<file path="src/rtl/speed_pkg.sv">
// Shared constants and helpers for the speed-level controller.
// The tick period shrinks linearly with the level.
package speed_pkg;

   localparam int MODE_WRAP = 1;
   localparam int MODE_SAT  = 0;

   function automatic int unsigned period_of(input int unsigned base,
                                             input int unsigned step,
                                             input int unsigned lvl);
      return base - lvl * step;
   endfunction

   function automatic int cnt_width(input int unsigned base);
      return $clog2(base + 1);
   endfunction

endpackage

</file>
<file path="src/rtl/btn_conditioner.sv">
// Raw push-button to step pulse: 2-FF sync, debounce, rising-edge detect
// and optional auto-repeat while held.
module btn_conditioner
   import speed_pkg::*;
#(
   parameter int DEB_CYCLES   = 500000,
   parameter int REPEAT_EN    = 1,
   parameter int REPEAT_DELAY = 25000000,
   parameter int REPEAT_RATE  = 5000000
)(
   input  logic clk,
   input  logic rst,
   input  logic btn_raw,
   output logic step
);

   localparam int DEB_W   = $clog2(DEB_CYCLES + 1);
   localparam int REP_MAX = (REPEAT_DELAY > REPEAT_RATE) ? REPEAT_DELAY : REPEAT_RATE;
   localparam int REP_W   = $clog2(REP_MAX + 1);
   localparam logic [DEB_W-1:0] DEB_LAST = DEB_W'(DEB_CYCLES - 1);
   localparam logic [REP_W-1:0] DELAY_V  = REP_W'(REPEAT_DELAY);
   localparam logic [REP_W-1:0] RATE_V   = REP_W'(REPEAT_RATE);

   logic             sync_a;
   logic             sync_b;
   logic             deb;
   logic             deb_prev;
   logic [DEB_W-1:0] deb_cnt;
   logic [REP_W-1:0] rep_cnt;
   logic             rep_phase;
   logic             rise;
   logic             rep_fire;

   always_ff @(posedge clk or posedge rst) begin
      if (rst) begin
         sync_a   <= 1'b0;
         sync_b   <= 1'b0;
         deb      <= 1'b0;
         deb_prev <= 1'b0;
         deb_cnt  <= '0;
      end else begin
         sync_a   <= btn_raw;
         sync_b   <= sync_a;
         deb_prev <= deb;
         if (sync_b == deb) begin
            deb_cnt <= '0;
         end else if (deb_cnt == DEB_LAST) begin
            deb     <= ~deb;
            deb_cnt <= '0;
         end else begin
            deb_cnt <= deb_cnt + DEB_W'(1);
         end
      end
   end

   assign rise = deb & ~deb_prev;

   // rep_cnt counts held cycles including the press cycle, so the first
   // repeat lands REPEAT_DELAY cycles after the initial step.
   assign rep_fire = (REPEAT_EN != 0) && deb &&
                     (rep_cnt == (rep_phase ? RATE_V : DELAY_V));

   always_ff @(posedge clk or posedge rst) begin
      if (rst) begin
         rep_cnt   <= '0;
         rep_phase <= 1'b0;
         step      <= 1'b0;
      end else begin
         step <= rise | rep_fire;
         if (!deb || (REPEAT_EN == 0)) begin
            rep_cnt   <= '0;
            rep_phase <= 1'b0;
         end else if (rep_fire) begin
            rep_cnt   <= REP_W'(1);
            rep_phase <= 1'b1;
         end else begin
            rep_cnt <= rep_cnt + REP_W'(1);
         end
      end
   end

endmodule

</file>
<file path="src/rtl/speed_level_ctrl.sv">
// Speed-level controller: two conditioned buttons step a level register,
// which sets the period of the move_tick pulse generator.
module speed_level_ctrl
   import speed_pkg::*;
#(
   parameter int NUM_LEVELS   = 5,
   parameter int LVL_W        = 3,
   parameter int DEB_CYCLES   = 500000,
   parameter int WRAP         = 1,
   parameter int RESET_LEVEL  = 0,
   parameter int REPEAT_EN    = 1,
   parameter int REPEAT_DELAY = 25000000,
   parameter int REPEAT_RATE  = 5000000,
   parameter int BASE_PERIOD  = 50000000,
   parameter int PERIOD_STEP  = 10000000
)(
   input  logic             clk,
   input  logic             rst,
   input  logic             btn_up,
   input  logic             btn_dn,
   output logic [LVL_W-1:0] level,
   output logic             at_max,
   output logic             at_min,
   output logic             lvl_chg,
   output logic             move_tick
);

   localparam int CNT_W = cnt_width(BASE_PERIOD);
   localparam logic [LVL_W-1:0] LVL_MAX = LVL_W'(NUM_LEVELS - 1);
   localparam logic [LVL_W-1:0] LVL_RST = LVL_W'(RESET_LEVEL);

   logic             step_up;
   logic             step_dn;
   logic [LVL_W-1:0] level_nxt;
   logic             changed;
   logic [CNT_W-1:0] tick_cnt;
   logic [CNT_W-1:0] tick_last;

   btn_conditioner #(
      .DEB_CYCLES  (DEB_CYCLES),
      .REPEAT_EN   (REPEAT_EN),
      .REPEAT_DELAY(REPEAT_DELAY),
      .REPEAT_RATE (REPEAT_RATE)
   ) u_up (
      .clk    (clk),
      .rst    (rst),
      .btn_raw(btn_up),
      .step   (step_up)
   );

   btn_conditioner #(
      .DEB_CYCLES  (DEB_CYCLES),
      .REPEAT_EN   (REPEAT_EN),
      .REPEAT_DELAY(REPEAT_DELAY),
      .REPEAT_RATE (REPEAT_RATE)
   ) u_dn (
      .clk    (clk),
      .rst    (rst),
      .btn_raw(btn_dn),
      .step   (step_dn)
   );

   always_comb begin
      level_nxt = level;
      if (step_up && !step_dn) begin
         if (level == LVL_MAX) level_nxt = (WRAP == MODE_WRAP) ? '0 : level;
         else                  level_nxt = level + LVL_W'(1);
      end else if (step_dn && !step_up) begin
         if (level == '0) level_nxt = (WRAP == MODE_WRAP) ? LVL_MAX : level;
         else             level_nxt = level - LVL_W'(1);
      end
   end

   assign changed   = (level_nxt != level);
   assign tick_last = CNT_W'(period_of(BASE_PERIOD, PERIOD_STEP, 32'(level)) - 32'd1);

   // A level change restarts the period so the next tick is a full new period away.
   always_ff @(posedge clk or posedge rst) begin
      if (rst) begin
         level     <= LVL_RST;
         lvl_chg   <= 1'b0;
         tick_cnt  <= '0;
         move_tick <= 1'b0;
      end else begin
         level   <= level_nxt;
         lvl_chg <= changed;
         if (changed) begin
            tick_cnt  <= '0;
            move_tick <= 1'b0;
         end else if (tick_cnt == tick_last) begin
            tick_cnt  <= '0;
            move_tick <= 1'b1;
         end else begin
            tick_cnt  <= tick_cnt + CNT_W'(1);
            move_tick <= 1'b0;
         end
      end
   end

   assign at_max = (level == LVL_MAX);
   assign at_min = (level == '0);

endmodule

</file>
<file path="config.mk">
export PLATFORM = sky130hd
export DESIGN_NAME = speed_level_ctrl
export DESIGN_NICKNAME = d
export VERILOG_FILES = /design/src/rtl/speed_pkg.sv /design/src/rtl/btn_conditioner.sv /design/src/rtl/speed_level_ctrl.sv
export SDC_FILE = /design/constraint.sdc
export NUM_CORES = 1
export LEC_CHECK = 0
export ABC_AREA = 1
export CELL_PAD_IN_SITES_DETAIL_PLACEMENT = 1
export CELL_PAD_IN_SITES_GLOBAL_PLACEMENT = 1
export CORE_ASPECT_RATIO = 1.1
export CORE_MARGIN = 8
export CORE_UTILIZATION = 49
export CTS_BUF_LIST = sky130_fd_sc_hd__clkbuf_8
export CTS_CLUSTER_DIAMETER = 60
export CTS_CLUSTER_SIZE = 24
export DETAILED_ROUTE_END_ITERATION = 10
export PLACE_DENSITY = 0.84
export SLEW_MARGIN = 20
export SYNTH_ARGS = -nofsm -noshare
export SYNTH_HDL_FRONTEND = slang
export SYNTH_HIERARCHICAL = 1
export SYNTH_SLANG_ARGS = --single-unit
</file>
<file path="constraint.sdc">
create_clock -name clk -period 3.9 [get_ports clk]
set_clock_uncertainty 0.2 [all_clocks]
set_input_delay 0.585 -clock clk [delete_from_list [all_inputs] [get_ports clk]]
set_output_delay 0.585 -clock clk [all_outputs]
set_load 0.01 [all_outputs]
</file>
# ---- Yosys cells after proc, flatten, opt, wreduce, memory -nomap -nowiden
# Index checks and enable logic that the tools add are counted.
dict set report totals {
  register_bits 131
  latchBits 0
  mem_bits_rw 0
  rom_bits 0
  inputBits 4
  out_inout_bits 7
  memories 0
}
dict set report classes {
  addsub 9
  mul 1
  n_div 0
  n_lt_le_gt_ge 0
  eq_ne 11
  n_shift 0
  muxes 22
  n_bitwise 10
  reduce_logical 9
}
# op n
set op_table {}
lappend op_table {{25-bit two-way mux} 6}
lappend op_table {{19-bit two-way mux} 4}
lappend op_table {{26-bit two-way mux} 2}
lappend op_table {{25-bit by 1-bit adder with 25-bit output (second input constant)} 2}
lappend op_table {{25-bit == test} 2}
lappend op_table {{19-bit by 1-bit adder with 19-bit output (second input constant)} 2}
lappend op_table {{19-bit == test (second input constant)} 2}
lappend op_table {{26-bit by 1-bit adder with 26-bit output (second input constant)} 1}
lappend op_table {{26-bit == test} 1}
lappend op_table {{26-bit by 2-bit subtractor with 26-bit output (second input constant)} 1}
lappend op_table {{26-bit subtractor (first input constant)} 1}
lappend op_table {{3-bit by 17-bit multiplier with 19-bit output (second input constant)} 1}
lappend op_table {{3-bit two-way mux} 4}
lappend op_table {{1-bit two-way mux} 6}
lappend op_table {{1-bit NOT} 6}
lappend op_table {{1-bit logical AND} 4}
lappend op_table {{2-bit != test (second input constant)} 2}
lappend op_table {{2-bit AND reduction} 2}
lappend op_table {{3-bit by 1-bit adder with 3-bit output (second input constant)} 1}
lappend op_table {{3-bit == test (second input constant)} 1}
lappend op_table {{3-bit zero test} 1}
lappend op_table {{3-bit != test} 1}
lappend op_table {{3-bit by 1-bit subtractor with 3-bit output (second input constant)} 1}
lappend op_table {{1-bit AND} 2}
lappend op_table {{3 further kinds} 6}

# ---- Longest topological paths before layout
dict set report logic_depth {
  word_depth 6
  depth_mapped 27
  ltp_nobuf 25
}

# ---- Modules after synthesis
# The synthesis kept the hierarchy.
# mod instances cells_per_inst area_each_um2 seq_area_each_um2
set by_module_without_submodules {}
lappend by_module_without_submodules {btn_conditioner 2 377 2820.2 1251.2}
lappend by_module_without_submodules {speed_level_ctrl 1 422 2830.2 775.7}

# ---- Worst setup path after synthesis
# OpenSTA, ideal clock, no wires.
dict set report synth_path {
  path_type {reg-to-reg}
  startpoint {reg level[0]}
  endpoint {reg tick_cnt[11]}
  t_arrival_ps 3139
  required_time_ps 3578
  setup_slack_ps 439
  path_stages_with_launch 24
  path_buffers 3
  period_less_slack_ps 3461
  cell_sequence {dfrtp_1 > buf_2 > inv_2 > ha_1 > buf_4 > nand2_2 > fa_1 > xnor2_1 > nand2_1 > inv_2 > nand2_1 > nor2_2 > nand2_1 > nand2_1 > nand2_1 > nand2_2 > nand2_1 > nand2_1 > nand2_1 > nor2_2 > nand3_2 > nand2_4 > buf_12 > nor2_2}
}
dict set report synth_between {
  elab_chain_len 6
  elab_cells_between_ends 15
}
# element line
set synth_lines {}
lappend synth_lines {{from (decl)} speed_level_ctrl.sv:21} ;# output logic [LVL_W-1:0] level,
lappend synth_lines {{from (signal assigned)} speed_level_ctrl.sv:85} ;# level <= level_nxt;
lappend synth_lines {{3-bit by 17-bit multiplier with 19-bit output (tied with other cells)} speed_pkg.sv:11} ;# return base - lvl * step;
lappend synth_lines {{26-bit subtractor / 3-bit two-way mux (equally long branches)} {speed_pkg.sv:11, speed_level_ctrl.sv:69}}
lappend synth_lines {{26-bit by 2-bit subtractor with 26-bit output / 3-bit two-way mux (equally long branches)} {speed_level_ctrl.sv:75, speed_level_ctrl.sv:68}}
lappend synth_lines {{26-bit == test / 3-bit two-way mux (equally long branches)} {speed_level_ctrl.sv:90, speed_level_ctrl.sv:65}}
lappend synth_lines {{26-bit two-way mux / 3-bit != test (equally long branches)} {speed_level_ctrl.sv:90, speed_level_ctrl.sv:74}}
lappend synth_lines {{26-bit two-way mux *} speed_level_ctrl.sv:87} ;# if (changed) begin
lappend synth_lines {{to (signal assigned)} speed_level_ctrl.sv:94} ;# tick_cnt <= tick_cnt + CNT_W'(1);
lappend synth_lines {{to (decl)} speed_level_ctrl.sv:36} ;# logic [CNT_W-1:0] tick_cnt;
# Mark *: on every way between the ends. The rest lies on a longest branch, timed or not.
# A chain may end at the register's enable or synchronous reset.

# ---- Worst setup path in the final report
dict set report layout_path {
  startpoint {reg level[2]}
  endpoint {reg tick_cnt[25]}
}
# Same word-level chain as after synthesis.

==> metrics.yaml <==
grt_usage_pct: 21.92
worst_slew_pin_slew_ps: 916.4
layout_min_cycle_time_ps: 3615
p_leak_nw: 4.212
crit_type: "flop to flop"
synth_seq_cells: 131
p_clk_share_pct: 44.2
initial_core_util_pct: 49.96
drt_wl_total_um: 22580
via_per_inst: 5.121
cpMostUsedCell: "nand2_1"
worstSetupStartpointType: "flop"
synthFlopType: "dfrtp_1"
synth_edf_count: 0
power.share.sequential_pct: 53.8
cts_buffers: 17
avgSynthCellArea_um2: 7.203
yosys.area.top_type: "dfrtp_1"
tritoncts: "built"
dieArea_um2: 21750
ys_types: 42
fp-row-count: 50
final_antenna_net_count: 0
grt_pass1_wl_um: 38750
seq_area_um2: 3279
syn-num-nets: 1200
synth_most_common_cell: "nand2_1"
worst-path-buf-inv: 1
wl_per_cell_um: 15.57
finalHoldViolCount: 0
first_iter_violations: 331
outcome: "finished clean"
setup_ws_ps: 284.8
yosysWarnings: 6
final_max_slew_viol_count: 0
synth_cells: 1176
worstPathMaxFanout: 12
drt_pass1_iterations: 4
netlist.area_leader.share_pct: 38.70
drive_gt1_share_pct: 11.92
fillerInstances: 2225
internal_power_mw: 1.901
cp_data_required_time_ps: 4040
power.density_nw_per_um2: 275.4
synth.area.top_cells: "dfrtp_1 39%, nand2_1 13%, nor2_1 11%, inv_1 6.0%, xor2_1 5.2%"
final-setup-viol-count: 0
drc_errors: 0
io_pins: 11
maxCapViolCount: 0
cts.sinks: 131
rsz0062_at_grt: "no"
cp_top_family: "simple AND/OR/NAND/NOR gates"
grt_antenna_before_repair: 0
hpwl_um: 16970
min_path_type: "flop to flop"
overflow: 0
die_x_um: 141.4
ir_drop_mv: 0.1898
slew_headroom_pct: 38.83
area_delta_synth_final_pct: 9.202
die_h_um: 153.9
io_buffers: 10
cp_slowest_cell: "dfrtp_1"
fin_crit_sh_pct: 92.70
max_stage_delay_ps: 510
nets: 1227
grt_max_degree: 51
coreArea_um2: 16950
fin_tns_setup_ps: 0
vias: 7426
setup.worst_path.end_class: "flop"
cts_root_buf: "clkbuf_8"
cts_htree_levels: 4
clkSlewWorstSetupHoldPaths_ps: 80
yosysSeqAreaShare_pct: 38.70
multi_input_area_um2: 4588
synthArstFlopShare_pct: 100.0
clkLatencyLatePin_ps: 450
p_switching_uw: 646.3
syn_area_um2: 8471
p_comb_share_pct: 2.0
grt_pass1_vias: 8146
synth_top_cells_by_count: "285 x nand2_1, 237 x nor2_1, 135 x inv_1"
gp_congestion: 0.8416
crit_path_cell_trace: "ha_1, nand2_2, fa_1, xnor2_1, nand2_1, inv_2, nand2_1, nand2_1, nand2_1, nand2_1, nand2_1, nor2_1, nand2_1, nor2_1, nand2_1, nor2_1, nand3_4, nand2_8, nor2_1"
antenna_cells: 0
worstPathArrival_ps: 3760
place_worst_setup_slack_ps: 96.50
clockBufferDepth: 2
switching_share_pct: 25.38
cts_hold_buffers: 0
timing.fmax_ghz: 0.2766
[sequential cells by signal, indices dropped and copies added (netlist names)]
| register | count |
|---|---|
| level | 3 |
| lvl_chg | 1 |
| move_tick | 1 |
| tick_cnt | 26 |
| u_dn/deb | 1 |
| u_dn/deb_cnt | 19 |
| u_dn/deb_prev | 1 |
| u_dn/rep_cnt | 25 |
| u_dn/rep_phase | 1 |
| u_dn/step | 1 |
| u_dn/sync_a | 1 |
| u_dn/sync_b | 1 |
| u_up/deb | 1 |
| u_up/deb_cnt | 19 |
| u_up/deb_prev | 1 |
| u_up/rep_cnt | 25 |
| u_up/rep_phase | 1 |
| u_up/step | 1 |
| u_up/sync_a | 1 |
| u_up/sync_b | 1 |
[per-stage QoR]
step / hold slack [ps] / total power [mW] / area [um^2] / utilization, % / instances
floorplan: 131.2 / 1.430 / 8471 / - / 1176
global placement: 132.2 / 1.449 / 8812 / 51.98 / 1415
detailed placement: 140.5 / 1.452 / 8812 / 51.98 / 1415
CTS: 149.4 / 2.585 / 9191 / 54.21 / 1447
global route: 147.1 / 2.638 / 9250 / 54.56 / 1450
finish: 148.6 / 2.547 / 9250 / 54.56 / 1450
[placed cells by master, fill, tap and decap left out, types with 5 or more instances in the layout]
cell type / synthesis / layout
clkbuf_8: 0 / 18
nand2_2: 26 / 26
nor2_2: 41 / 41
inv_2: 10 / 10
nor2_4: 6 / 6
ha_1: 19 / 19
nor3_1: 27 / 27
inv_1: 135 / 133
nand3b_1: 7 / 7
nand3_2: 6 / 5
o21ai_0: 8 / 8
xor2_1: 50 / 50
nand3_1: 80 / 80
nand4_1: 21 / 21
buf_4: 1 / 8
dfrtp_1: 131 / 130
a21oi_1: 22 / 21
xnor2_1: 24 / 24
nor2_1: 237 / 237
clkdlybuf4s50_1: 0 / 10
nand2_1: 285 / 285
[layout make-up]
class / instances / area share [%]
timing repair buffer: 18 / 1.731
sequential: 131 / 35.45
clock buffer: 18 / 2.678
clock inverter: 14 / 1.420
inverter: 146 / 5.952
tap: 234 / 3.165
multi-input combinational: 889 / 49.60
[path summary, 6_finish.rpt]
check,start,end,slack [ps],cells past startpoint
setup / recovery,level[2],tick_cnt[25],280,19
hold / removal,u_dn/sync_a,u_dn/sync_b,150,0
setup reg to reg,level[2],tick_cnt[25],280,19
hold reg to reg,u_dn/sync_a,u_dn/sync_b,150,0
max in group asynchronous,rst,u_dn/rep_cnt[9],2430,2
min in group asynchronous,rst,level[2],470,3
[metal layers]
layer	track usage (%)	wire (um)
met2	38.25	11310
met3	3.376	524
met1	26.71	10270
met5	0	0
met4	8.248	471
[power by group through the flow]
stage	combinational, mW	clock, mW	sequential [mW]
final	0.0517	1.13	1.37
after global routing	0.0610	1.21	1.37
after CTS	0.0546	1.16	1.37
after detailed placement	0.0549	0	1.40
after global placement	0.0525	0	1.40
after floorplan	0.0351	0	1.40
[worst reg2reg max path: stages (launching register included)]
cell	delay, ps
dfrtp_1	510
ha_1	350
nand2_2	120
fa_1	420
xnor2_1	290
nand2_1	160
inv_2	80
nand2_1	80
nand2_1	90
nand2_1	60
nand2_1	50
nand2_1	50
nor2_1	180
nand2_1	70
nor2_1	110
nand2_1	70
nor2_1	190
nand3_4	180
nand2_8	190
nor2_1	70
[cell families after synthesis]
family                   share of synthesized area (%)
AO/OA/AOI/OAI                                    3.087
XOR/XNOR                                         8.035
adder cells (fa/ha/maj)                          3.043
buffers and inverters                            7.607
flip-flops                                       38.70
AND/OR/NAND/NOR                                  39.53
[what timing repair did]
| action | CTS | global route |
|---|---|---|
| resized for setup | 0 | 5 |
| buffers inserted | 0 | 2 |
| endpoints found under the setup margin | 0 | 23 |
Note: power is estimated with default switching activity, not from simulation.
